==> config.mk <==
export PLATFORM = sky130hd
export DESIGN_NAME = fetch_unit
export DESIGN_NICKNAME = d
export VERILOG_FILES = /design/src/rtl/fetch_pkg.sv /design/src/rtl/program_counter.sv /design/src/rtl/fetch_unit.sv
export SDC_FILE = /design/constraint.sdc
export NUM_CORES = 1
export LEC_CHECK = 0
export ABC_AREA = 0
export CELL_PAD_IN_SITES_DETAIL_PLACEMENT = 2
export CELL_PAD_IN_SITES_GLOBAL_PLACEMENT = 2
export CORE_MARGIN = 3
export CORE_UTILIZATION = 29
export CTS_CLUSTER_DIAMETER = 120
export DETAILED_ROUTE_END_ITERATION = 10
export PLACE_DENSITY_LB_ADDON = 0.1
export SYNTH_ARGS = -nofsm -noshare
export SYNTH_HDL_FRONTEND = slang
export SYNTH_SLANG_ARGS = --single-unit
==> constraint.sdc <==
create_clock -name clock -period 2.95 [get_ports clock]
set_input_delay 0.59 -clock clock [delete_from_list [all_inputs] [get_ports clock]]
set_output_delay 0.59 -clock clock [all_outputs]
set_load 0.02 [all_outputs]
==> src/rtl/fetch_pkg.sv <==
// -----------------------------------------------------------------------------
// fetch_pkg
// Shared constants for the instruction-fetch stage:
//   - phase encoding of the two-state FETCH/EXEC sequencer
//   - default widths for the program counter, ROM word and fetch counter
//   - split position of a ROM word into opcode (upper half) / operand (lower half)
// -----------------------------------------------------------------------------
package fetch_pkg;

    // One bit is enough for the two phases, so no illegal encodings exist.
    localparam logic [0:0] PHASE_FETCH = 1'b0;
    localparam logic [0:0] PHASE_EXEC  = 1'b1;

    localparam int DEF_ADDR_W = 12;
    localparam int DEF_DATA_W = 8;
    localparam int DEF_CNT_W  = 8;

    // Width of the operand field. The operand sits in bits [w-1:0] and the
    // opcode in bits [data_w-1:w]. data_w is expected to be even.
    function automatic int oprnd_width(input int data_w);
        return data_w / 2;
    endfunction

endpackage : fetch_pkg

==> src/rtl/program_counter.sv <==
// -----------------------------------------------------------------------------
// program_counter
// Loadable, incrementing program counter with asynchronous active-high reset.
//   clock      in   rising-edge clock
//   reset      in   asynchronous, active-high; clears pc to 0
//   enable     in   pc changes only while 1
//   inc        in   advance pc by one (wraps from all-ones to 0)
//   load       in   replace pc with load_addr; wins over inc
//   load_addr  in   jump target
//   pc         out  current program counter
// -----------------------------------------------------------------------------
module program_counter
    import fetch_pkg::*;
#(
    parameter int ADDR_W = DEF_ADDR_W
) (
    input  logic              clock,
    input  logic              reset,
    input  logic              enable,
    input  logic              inc,
    input  logic              load,
    input  logic [ADDR_W-1:0] load_addr,
    output logic [ADDR_W-1:0] pc
);

    logic [ADDR_W-1:0] pc_q;
    logic [ADDR_W-1:0] pc_d;

    always_comb begin
        // NOTE: the hold value is assigned first so every path drives pc_d and
        // no latch is inferred.
        pc_d = pc_q;
        if (enable) begin
            if (load) begin
                pc_d = load_addr;
            end else if (inc) begin
                pc_d = pc_q + ADDR_W'(1);
            end
        end
    end

    // NOTE: non-blocking assignment so every flop samples pre-edge values,
    // independent of the order in which always blocks are evaluated.
    always_ff @(posedge clock or posedge reset) begin
        if (reset) begin
            pc_q <= '0;
        end else begin
            pc_q <= pc_d;
        end
    end

    assign pc = pc_q;

endmodule : program_counter

==> src/rtl/fetch_unit.sv <==
// -----------------------------------------------------------------------------
// fetch_unit
// Instruction-fetch stage in front of the accumulator/ALU datapath. Each
// instruction takes two clocks: FETCH latches the ROM word and bumps pc,
// EXEC lets the downstream datapath act and optionally takes a jump.
//   clock        in   rising-edge clock
//   reset        in   asynchronous, active-high; clears all state
//   run          in   stage advances only while 1, otherwise everything holds
//   load_pc      in   jump request, honoured only in EXEC
//   load_addr    in   jump target
//   rom_data     in   combinational ROM read data at address pc
//   pc           out  program counter / ROM address
//   instr        out  latched opcode   (upper half of the ROM word)
//   oprnd        out  latched operand  (lower half of the ROM word)
//   phase        out  0 = FETCH, 1 = EXEC
//   fetch_count  out  instructions fetched since reset, saturating
// -----------------------------------------------------------------------------
module fetch_unit
    import fetch_pkg::*;
#(
    parameter int ADDR_W = DEF_ADDR_W,
    parameter int DATA_W = DEF_DATA_W,
    parameter int CNT_W  = DEF_CNT_W
) (
    input  logic                  clock,
    input  logic                  reset,
    input  logic                  run,
    input  logic                  load_pc,
    input  logic [ADDR_W-1:0]     load_addr,
    input  logic [DATA_W-1:0]     rom_data,
    output logic [ADDR_W-1:0]     pc,
    output logic [DATA_W/2-1:0]   instr,
    output logic [DATA_W/2-1:0]   oprnd,
    output logic                  phase,
    output logic [CNT_W-1:0]      fetch_count
);

    localparam int OPRND_W = oprnd_width(DATA_W);

    logic [0:0]         phase_q, phase_d;
    logic [OPRND_W-1:0] instr_q, instr_d;
    logic [OPRND_W-1:0] oprnd_q, oprnd_d;
    logic [CNT_W-1:0]   cnt_q, cnt_d;

    logic in_fetch;
    assign in_fetch = (phase_q == PHASE_FETCH);

    // pc increments on the fetch edge; a jump is only accepted on the exec edge,
    // so load_pc during FETCH cannot disturb the increment.
    program_counter #(
        .ADDR_W (ADDR_W)
    ) u_pc (
        .clock     (clock),
        .reset     (reset),
        .enable    (run),
        .inc       (in_fetch),
        .load      (!in_fetch && load_pc),
        .load_addr (load_addr),
        .pc        (pc)
    );

    always_comb begin
        phase_d = phase_q;
        instr_d = instr_q;
        oprnd_d = oprnd_q;
        cnt_d   = cnt_q;
        if (run) begin
            if (in_fetch) begin
                instr_d = rom_data[DATA_W-1:OPRND_W];
                oprnd_d = rom_data[OPRND_W-1:0];
                if (cnt_q != {CNT_W{1'b1}}) begin
                    cnt_d = cnt_q + CNT_W'(1);
                end
                phase_d = PHASE_EXEC;
            end else begin
                phase_d = PHASE_FETCH;
            end
        end
    end

    always_ff @(posedge clock or posedge reset) begin
        if (reset) begin
            phase_q <= PHASE_FETCH;
            instr_q <= '0;
            oprnd_q <= '0;
            cnt_q   <= '0;
        end else begin
            phase_q <= phase_d;
            instr_q <= instr_d;
            oprnd_q <= oprnd_d;
            cnt_q   <= cnt_d;
        end
    end

    assign instr       = instr_q;
    assign oprnd       = oprnd_q;
    assign phase       = phase_q[0];
    assign fetch_count = cnt_q;

endmodule : fetch_unit

==> reports/results.txt, run 1 <==
Peak fanout along the critical path - 9
Main synth FF type - dfrtp_1
Total nets after synthesis - 175
PortBufs - 52
DRT Pass-1 Iters - 4
Dpl ws - 0.6866 ns
Core Region - 0.004911 sq mm
I/O Pins - 53
Via count - 1,374
Starting Density - 0.3124
Largest area contributor in the synthesized netlist - dfrtp_1
Post-synth top area share - 0.4731
Synth area leaders - dfrtp_1 (47%), mux2_2 (6.6%), a21oi_1 (3.3%), nand2_1 (3.2%), o21ai_0 (2.9%)
Cell depth of the worst flop-to-flop path - 5
Clock Skew - 0.006564 ns
Antenna fix cells - 0
Layout Nets - 228
Most frequent cell after synthesis - dfrtp_1
Filler cell count - 553
Number of synthesis warnings - 0
Run status - completed
Worst hold-check path type - register to register
CTS Root Cell - clkbuf_8
Die height - 78.73 microns
Final period util - 0.7141
Final Hold Vio Count - 0
Slew headroom - 0.6034
Fmax - 0.4747 GHz
Mapped Cells - 149
Clock Path Buffers - 2
Vias in the first global route - 1,601
Worst Path Arrival - 1.52 ns
Grt ovf - 0
GP Congestion - 0.7779
RSZ-0062 raised after global routing - no
Critical path's slowest cell - clkdlybuf4s50_1
Hold Startpoint - fetch_count[7]$_DFFE_PP0P_
DPL Wire Length - 3666 microns
# clock sinks - 29
Worst Path Class, Setup - register to primary output
Delay-heaviest family, CP - buffers and inverters
Hold_buf cts - 0
Worst path bufs/invs - 1
Area growth from synthesis to final layout - 42.82%
Worst reg2reg path endpoint - u_pc.pc[10]$_DFFE_PP0P_
Worst path depth - 1
Power per cell area - 1059 mW/mm^2
Share of post-route cells with drive strength above 1 - 0.1182
Die area - 0.006198 sq mm
Setup violators final - 0
First-pass GRT wire length - 8224 microns
Post-layout min period - 2.106 ns
Largest net degree at the start of global routing - 30
Lkg Pwr - 0.9160 nW
WP data required - 2.36 ns
Cells along the critical path - clkdlybuf4s50_1
CTS buffer count - 5
Number of flops mapped to enable cells by yosys - 0
Setup crit end kind - primary output
Max Cap Viol - 0
Asr flop ratio synth - 1.000
Die X - 78.73 microns
Drt drc - 0
Synth cell types - 38
Vias per inst - 5.089
Post-route cell area - 0.002191 sq mm
CTS HTree Levels - 2
# Post-CTS Setup Buffers - 0
CTS tree - done
Routed WL - 4897 microns
Final Max Tran Viols - 0
Avg Cell Area, Syn - 10.30 sq um
Reg-to-reg startpoint - u_pc.pc[0]$_DFFE_PP0P_
Worst slew pin tran - 0.5909 ns
Area of the mapped netlist - 0.001534 sq mm
Worst Setup SP - phase$_DFFE_PP0P_
Post-place instance area - 0.002108 sq mm
CP startpoint kind - register
Row count - 25
Clock latency on the worst-skew pair - 0.28 ns
Fin Setup TNS - 0 ns
Number of nets with antenna violations after routing - 0
Initial DRC Count - 42
Worst R2R Setup Slack - 1.29 ns
Resize count post-CTS - 0
Worst vdd ir - 0.4640 mV
Slowest cell delay on critical path - 0.68 ns
Drt wl/cell - 18.14 microns
WHS Path Cells - 1
Register area share after synthesis - 0.4731
Initial antenna violation count - 0
Final critical-path setup slack - 0.8435 ns
Post-synth top cells - dfrtp_1 (29), nand2_1 (13), a21oi_1 (10)
GRT Total Usage - 0.1710
#FFs+latches synth - 29
Reg clk slew, reported paths - 0.06 ns
Hold Path Sink - fetch_count[7]$_DFFE_PP0P_
[stage by stage]
stage / utilization / hold WS, ns / total power [mW] / cells
3_3_place_gp: 0.4293 / 0.4925 / 1.954 / 262
3_5_place_dp: 0.4293 / 0.4996 / 2.017 / 262
6_report: 0.4461 / 0.5108 / 2.320 / 270
5_1_grt: 0.4461 / 0.5476 / 2.495 / 270
2_1_floorplan: - / 0.6002 / 1.447 / 149
4_1_cts: 0.4461 / 0.5149 / 2.360 / 270
[cell usage in the layout, fill, tap and decap left out, types with 2 or more instances in the layout]
cell type	n
clkbuf_8	5
o21a_1	3
a2bb2oi_1	5
a21oi_1	10
and4_1	2
dfrtp_1	29
buf_4	2
inv_1	4
and3_1	4
o21ai_0	9
ha_1	2
mux2i_1	3
nand4_1	5
nand3_1	7
clkinv_2	2
o22ai_1	2
clkdlybuf4s50_1	52
xor2_1	4
nor2_1	8
nand2_1	13
a31oi_1	4
mux2_2	9
a41o_1	2
[final cells by class]
class,instances,area [sq um],area share
inverters,4,15.01,0.006853
clock buffers,6,72.57,0.03312
multi-input cells,108,748.2,0.3415
repair buffers,54,535.5,0.2444
clock inverters,2,10.01,0.004569
well taps,67,83.83,0.03826
flip-flops and latches,29,725.7,0.3312
[metal layers]
layer	share of wire	global-route usage	wire [microns]	vias up
met5	0	0	0	-
met3	0.046	0.04535	223	5
met1	0.39	0.1932	1904	683
met4	0.012	0.04720	57	0
met2	0.55	0.3149	2713	36
li1	-	-	-	650
[how the worst max path moves through the flow]
| stage | end |
|---|---|
| detailed placement | fetch_count[6]$_DFFE_PP0P_ |
| floorplan | fetch_count[1]$_DFFE_PP0P_ |
| global placement | fetch_count[6]$_DFFE_PP0P_ |
| CTS | phase |
| global route | phase |
| finish | phase |
[kinds of logic (layout without fill, tap and decap cells)]
logic type      after synthesis  count (layout)  synth area share
buf+inv                      12              66           0.03914
compound gates               40              40            0.1697
fa+ha+maj                     2               2           0.01631
flops                        29              29            0.4731
mux                          13              13           0.09543
simple gates                 48              48            0.1778
xor+xnor                      5               5           0.02855
[sequential cells by signal (all words and copies together), names as in the netlist]
| register | flops |
|---|---|
| fetch_count | 8 |
| oprnd | 4 |
| u_pc.pc | 12 |
| phase | 1 |
| instr | 4 |
[where the power goes]
part           switching, mW  total [mW]  internal, mW  leakage [nW]
sequential             0.244       0.826         0.582         0.344
clock                  0.160       0.324         0.163        0.0450
combinational          0.586        1.17         0.585         0.527
total                  0.989        2.32          1.33         0.916
Power figures use the tool's default switching activity.
==> inputs of run 2 (changes only) <==
--- a/config.mk
+++ b/config.mk
@@ -9,7 +9,7 @@
 export CELL_PAD_IN_SITES_DETAIL_PLACEMENT = 2
 export CELL_PAD_IN_SITES_GLOBAL_PLACEMENT = 2
 export CORE_MARGIN = 3
-export CORE_UTILIZATION = 29
+export CORE_UTILIZATION = 27
 export CTS_CLUSTER_DIAMETER = 120
 export DETAILED_ROUTE_END_ITERATION = 10
 export PLACE_DENSITY_LB_ADDON = 0.1
==> constraint.sdc (replaced) <==
create_clock -name clock -period 2.1 [get_ports clock]
set_input_delay 0.42 -clock clock [delete_from_list [all_inputs] [get_ports clock]]
set_output_delay 0.42 -clock clock [all_outputs]
set_load 0.02 [all_outputs]
==> run 2 against run 1 <==
  * Clock-buffer cell count increased by 1
  * Sequential cell count unchanged
  * Critical endpoint unchanged
  * Cell area increased by 3.1%
  * Setup slack got worse by 0.68 ns
  * Non-clock buffer count increased by 6
  * Combinational power increased by 44%
  * Worst hold slack got worse by 0.0035 ns
  * Wire length decreased by 1.5%
==> reports/results.txt, run 2 (synthesized netlist as in run 1, its figures left out) <==
CTS tree - done
Filler cell count - 565
Worst path bufs/invs - 1
Delay-heaviest family, CP - buffers and inverters
Slowest cell delay on critical path - 0.68 ns
Run status - completed
# clock sinks - 29
Final Hold Vio Count - 0
DR top layer - met4
Most frequent cells in the layout - clkdlybuf4s50_1 (52), dfrtp_1 (29), nand2_1 (13), a21oi_1 (10)
Vias in the first global route - 1,647
Setup crit end kind - primary output
Post-place instance area - 0.002157 sq mm
Final critical-path setup slack - 0.1589 ns
Reg clk slew, reported paths - 0.06 ns
Max Cap Viol - 0
GP Congestion - 0.7795
Met2 routed WL - 2556 microns
Largest net degree at the start of global routing - 30
Worst Path Class, Setup - register to primary output
Number of nets with antenna violations after routing - 0
Setup violators final - 0
Layout Nets - 234
Worst slew pin tran - 0.4057 ns
CTS Root Cell - clkbuf_8
DRT Pass-1 Iters - 4
Resize count post-CTS - 0
Final period util - 0.9243
Critical path's slowest cell - clkdlybuf4s50_1
Lkg Pwr - 0.9536 nW
Placed insts - 271
CTS HTree Levels - 2
Initial antenna violation count - 0
Grt ovf - 0
Clock Path Buffers - 2
Drt wl/cell - 17.29 microns
RSZ-0062 raised after global routing - no
Cells along the critical path - clkdlybuf4s50_1
Final cell count without fillers - 279
I/O Pins - 53
Reg area - 725.7 sq um
Area growth from synthesis to final layout - 47.23%
Fin Setup TNS - 0 ns
Core Region - 0.005303 sq mm
# Post-CTS Setup Buffers - 0
Vias per inst - 5.111
GRT Total Usage - 0.1616
Fmax - 0.5152 GHz
Drt drc - 0
Antenna fix cells - 0
Starting Density - 0.2893
Clock latency on the worst-skew pair - 0.27 ns
Metal-1 WL - 1983 microns
Initial DRC Count - 100
Clock Skew - 0.002301 ns
DPL Wire Length - 3796 microns
Worst vdd ir - 0.5380 mV
Footprint of the multi-input gates - 748.2 sq um
Met3 Routed Length - 232 microns
Die area - 0.006622 sq mm
Slew headroom - 0.7295
PortBufs - 52
Power per cell area - 1480 mW/mm^2
CP startpoint kind - register
Worst Path Arrival - 1.52 ns
Most common cell after layout, fill and taps aside - clkdlybuf4s50_1
Dpl ws - 0.1120 ns
CTS buffer count - 5
Post-layout min period - 1.941 ns
Die X - 81.38 microns
Max reg flops - 12
Row count - 26
Hold_buf cts - 0
Final Max Tran Viols - 0
First-pass GRT wire length - 8217 microns
Post-route cell area - 0.002258 sq mm
Routed WL - 4825 microns
Worst hold-check path type - register to register
Share of post-route cells with drive strength above 1 - 0.1483
WP data required - 1.68 ns
Peak fanout along the critical path - 9
Die height - 81.38 microns
Via count - 1,426
## run 2: per-stage QoR
stage               hold slack, ns  utilization  power [mW]
floorplan                   0.4981            -       2.033
global placement            0.4906       0.4068       2.792
detailed placement          0.4996       0.4068       2.869
CTS                         0.5125       0.4259       3.406
global route                0.5323       0.4259       3.595
finish                      0.5072       0.4259       3.343
## run 2: metal layers
metal,vias to the layer above,global-route usage
met3,5,0.03659
met4,0,0.05068
met2,40,0.2923
met5,-,0
met1,719,0.1872
li1,662,-
## run 2: layout make-up
cell class,count,area share
clock inverter,1,0.002216
multi-input combinational,108,0.3313
tap,70,0.03878
timing repair buffer,60,0.2571
clock buffer,7,0.04266
inverter,4,0.006648
sequential,29,0.3213
## run 2: final timing paths
kind	start	end	slack, ns	depth (start not counted)
min in group asynchronous	reset	fetch_count[0]$_DFFE_PP0P_	0.55	3
max	phase$_DFFE_PP0P_	phase	0.16	1
max in group asynchronous	reset	u_pc.pc[5]$_DFFE_PP0P_	1.26	3
min	oprnd[2]$_DFFE_PP0P_	oprnd[2]$_DFFE_PP0P_	0.51	1
min reg2reg	oprnd[2]$_DFFE_PP0P_	oprnd[2]$_DFFE_PP0P_	0.51	1
max reg2reg	u_pc.pc[0]$_DFFE_PP0P_	u_pc.pc[10]$_DFFE_PP0P_	0.40	5
## run 2: power by group
part / switching [mW] / leakage, nW / internal [mW]
clock network: 0.215 / 0.0542 / 0.296
logic: 0.832 / 0.555 / 0.850
registers: 0.332 / 0.344 / 0.818
total: 1.38 / 0.954 / 1.96
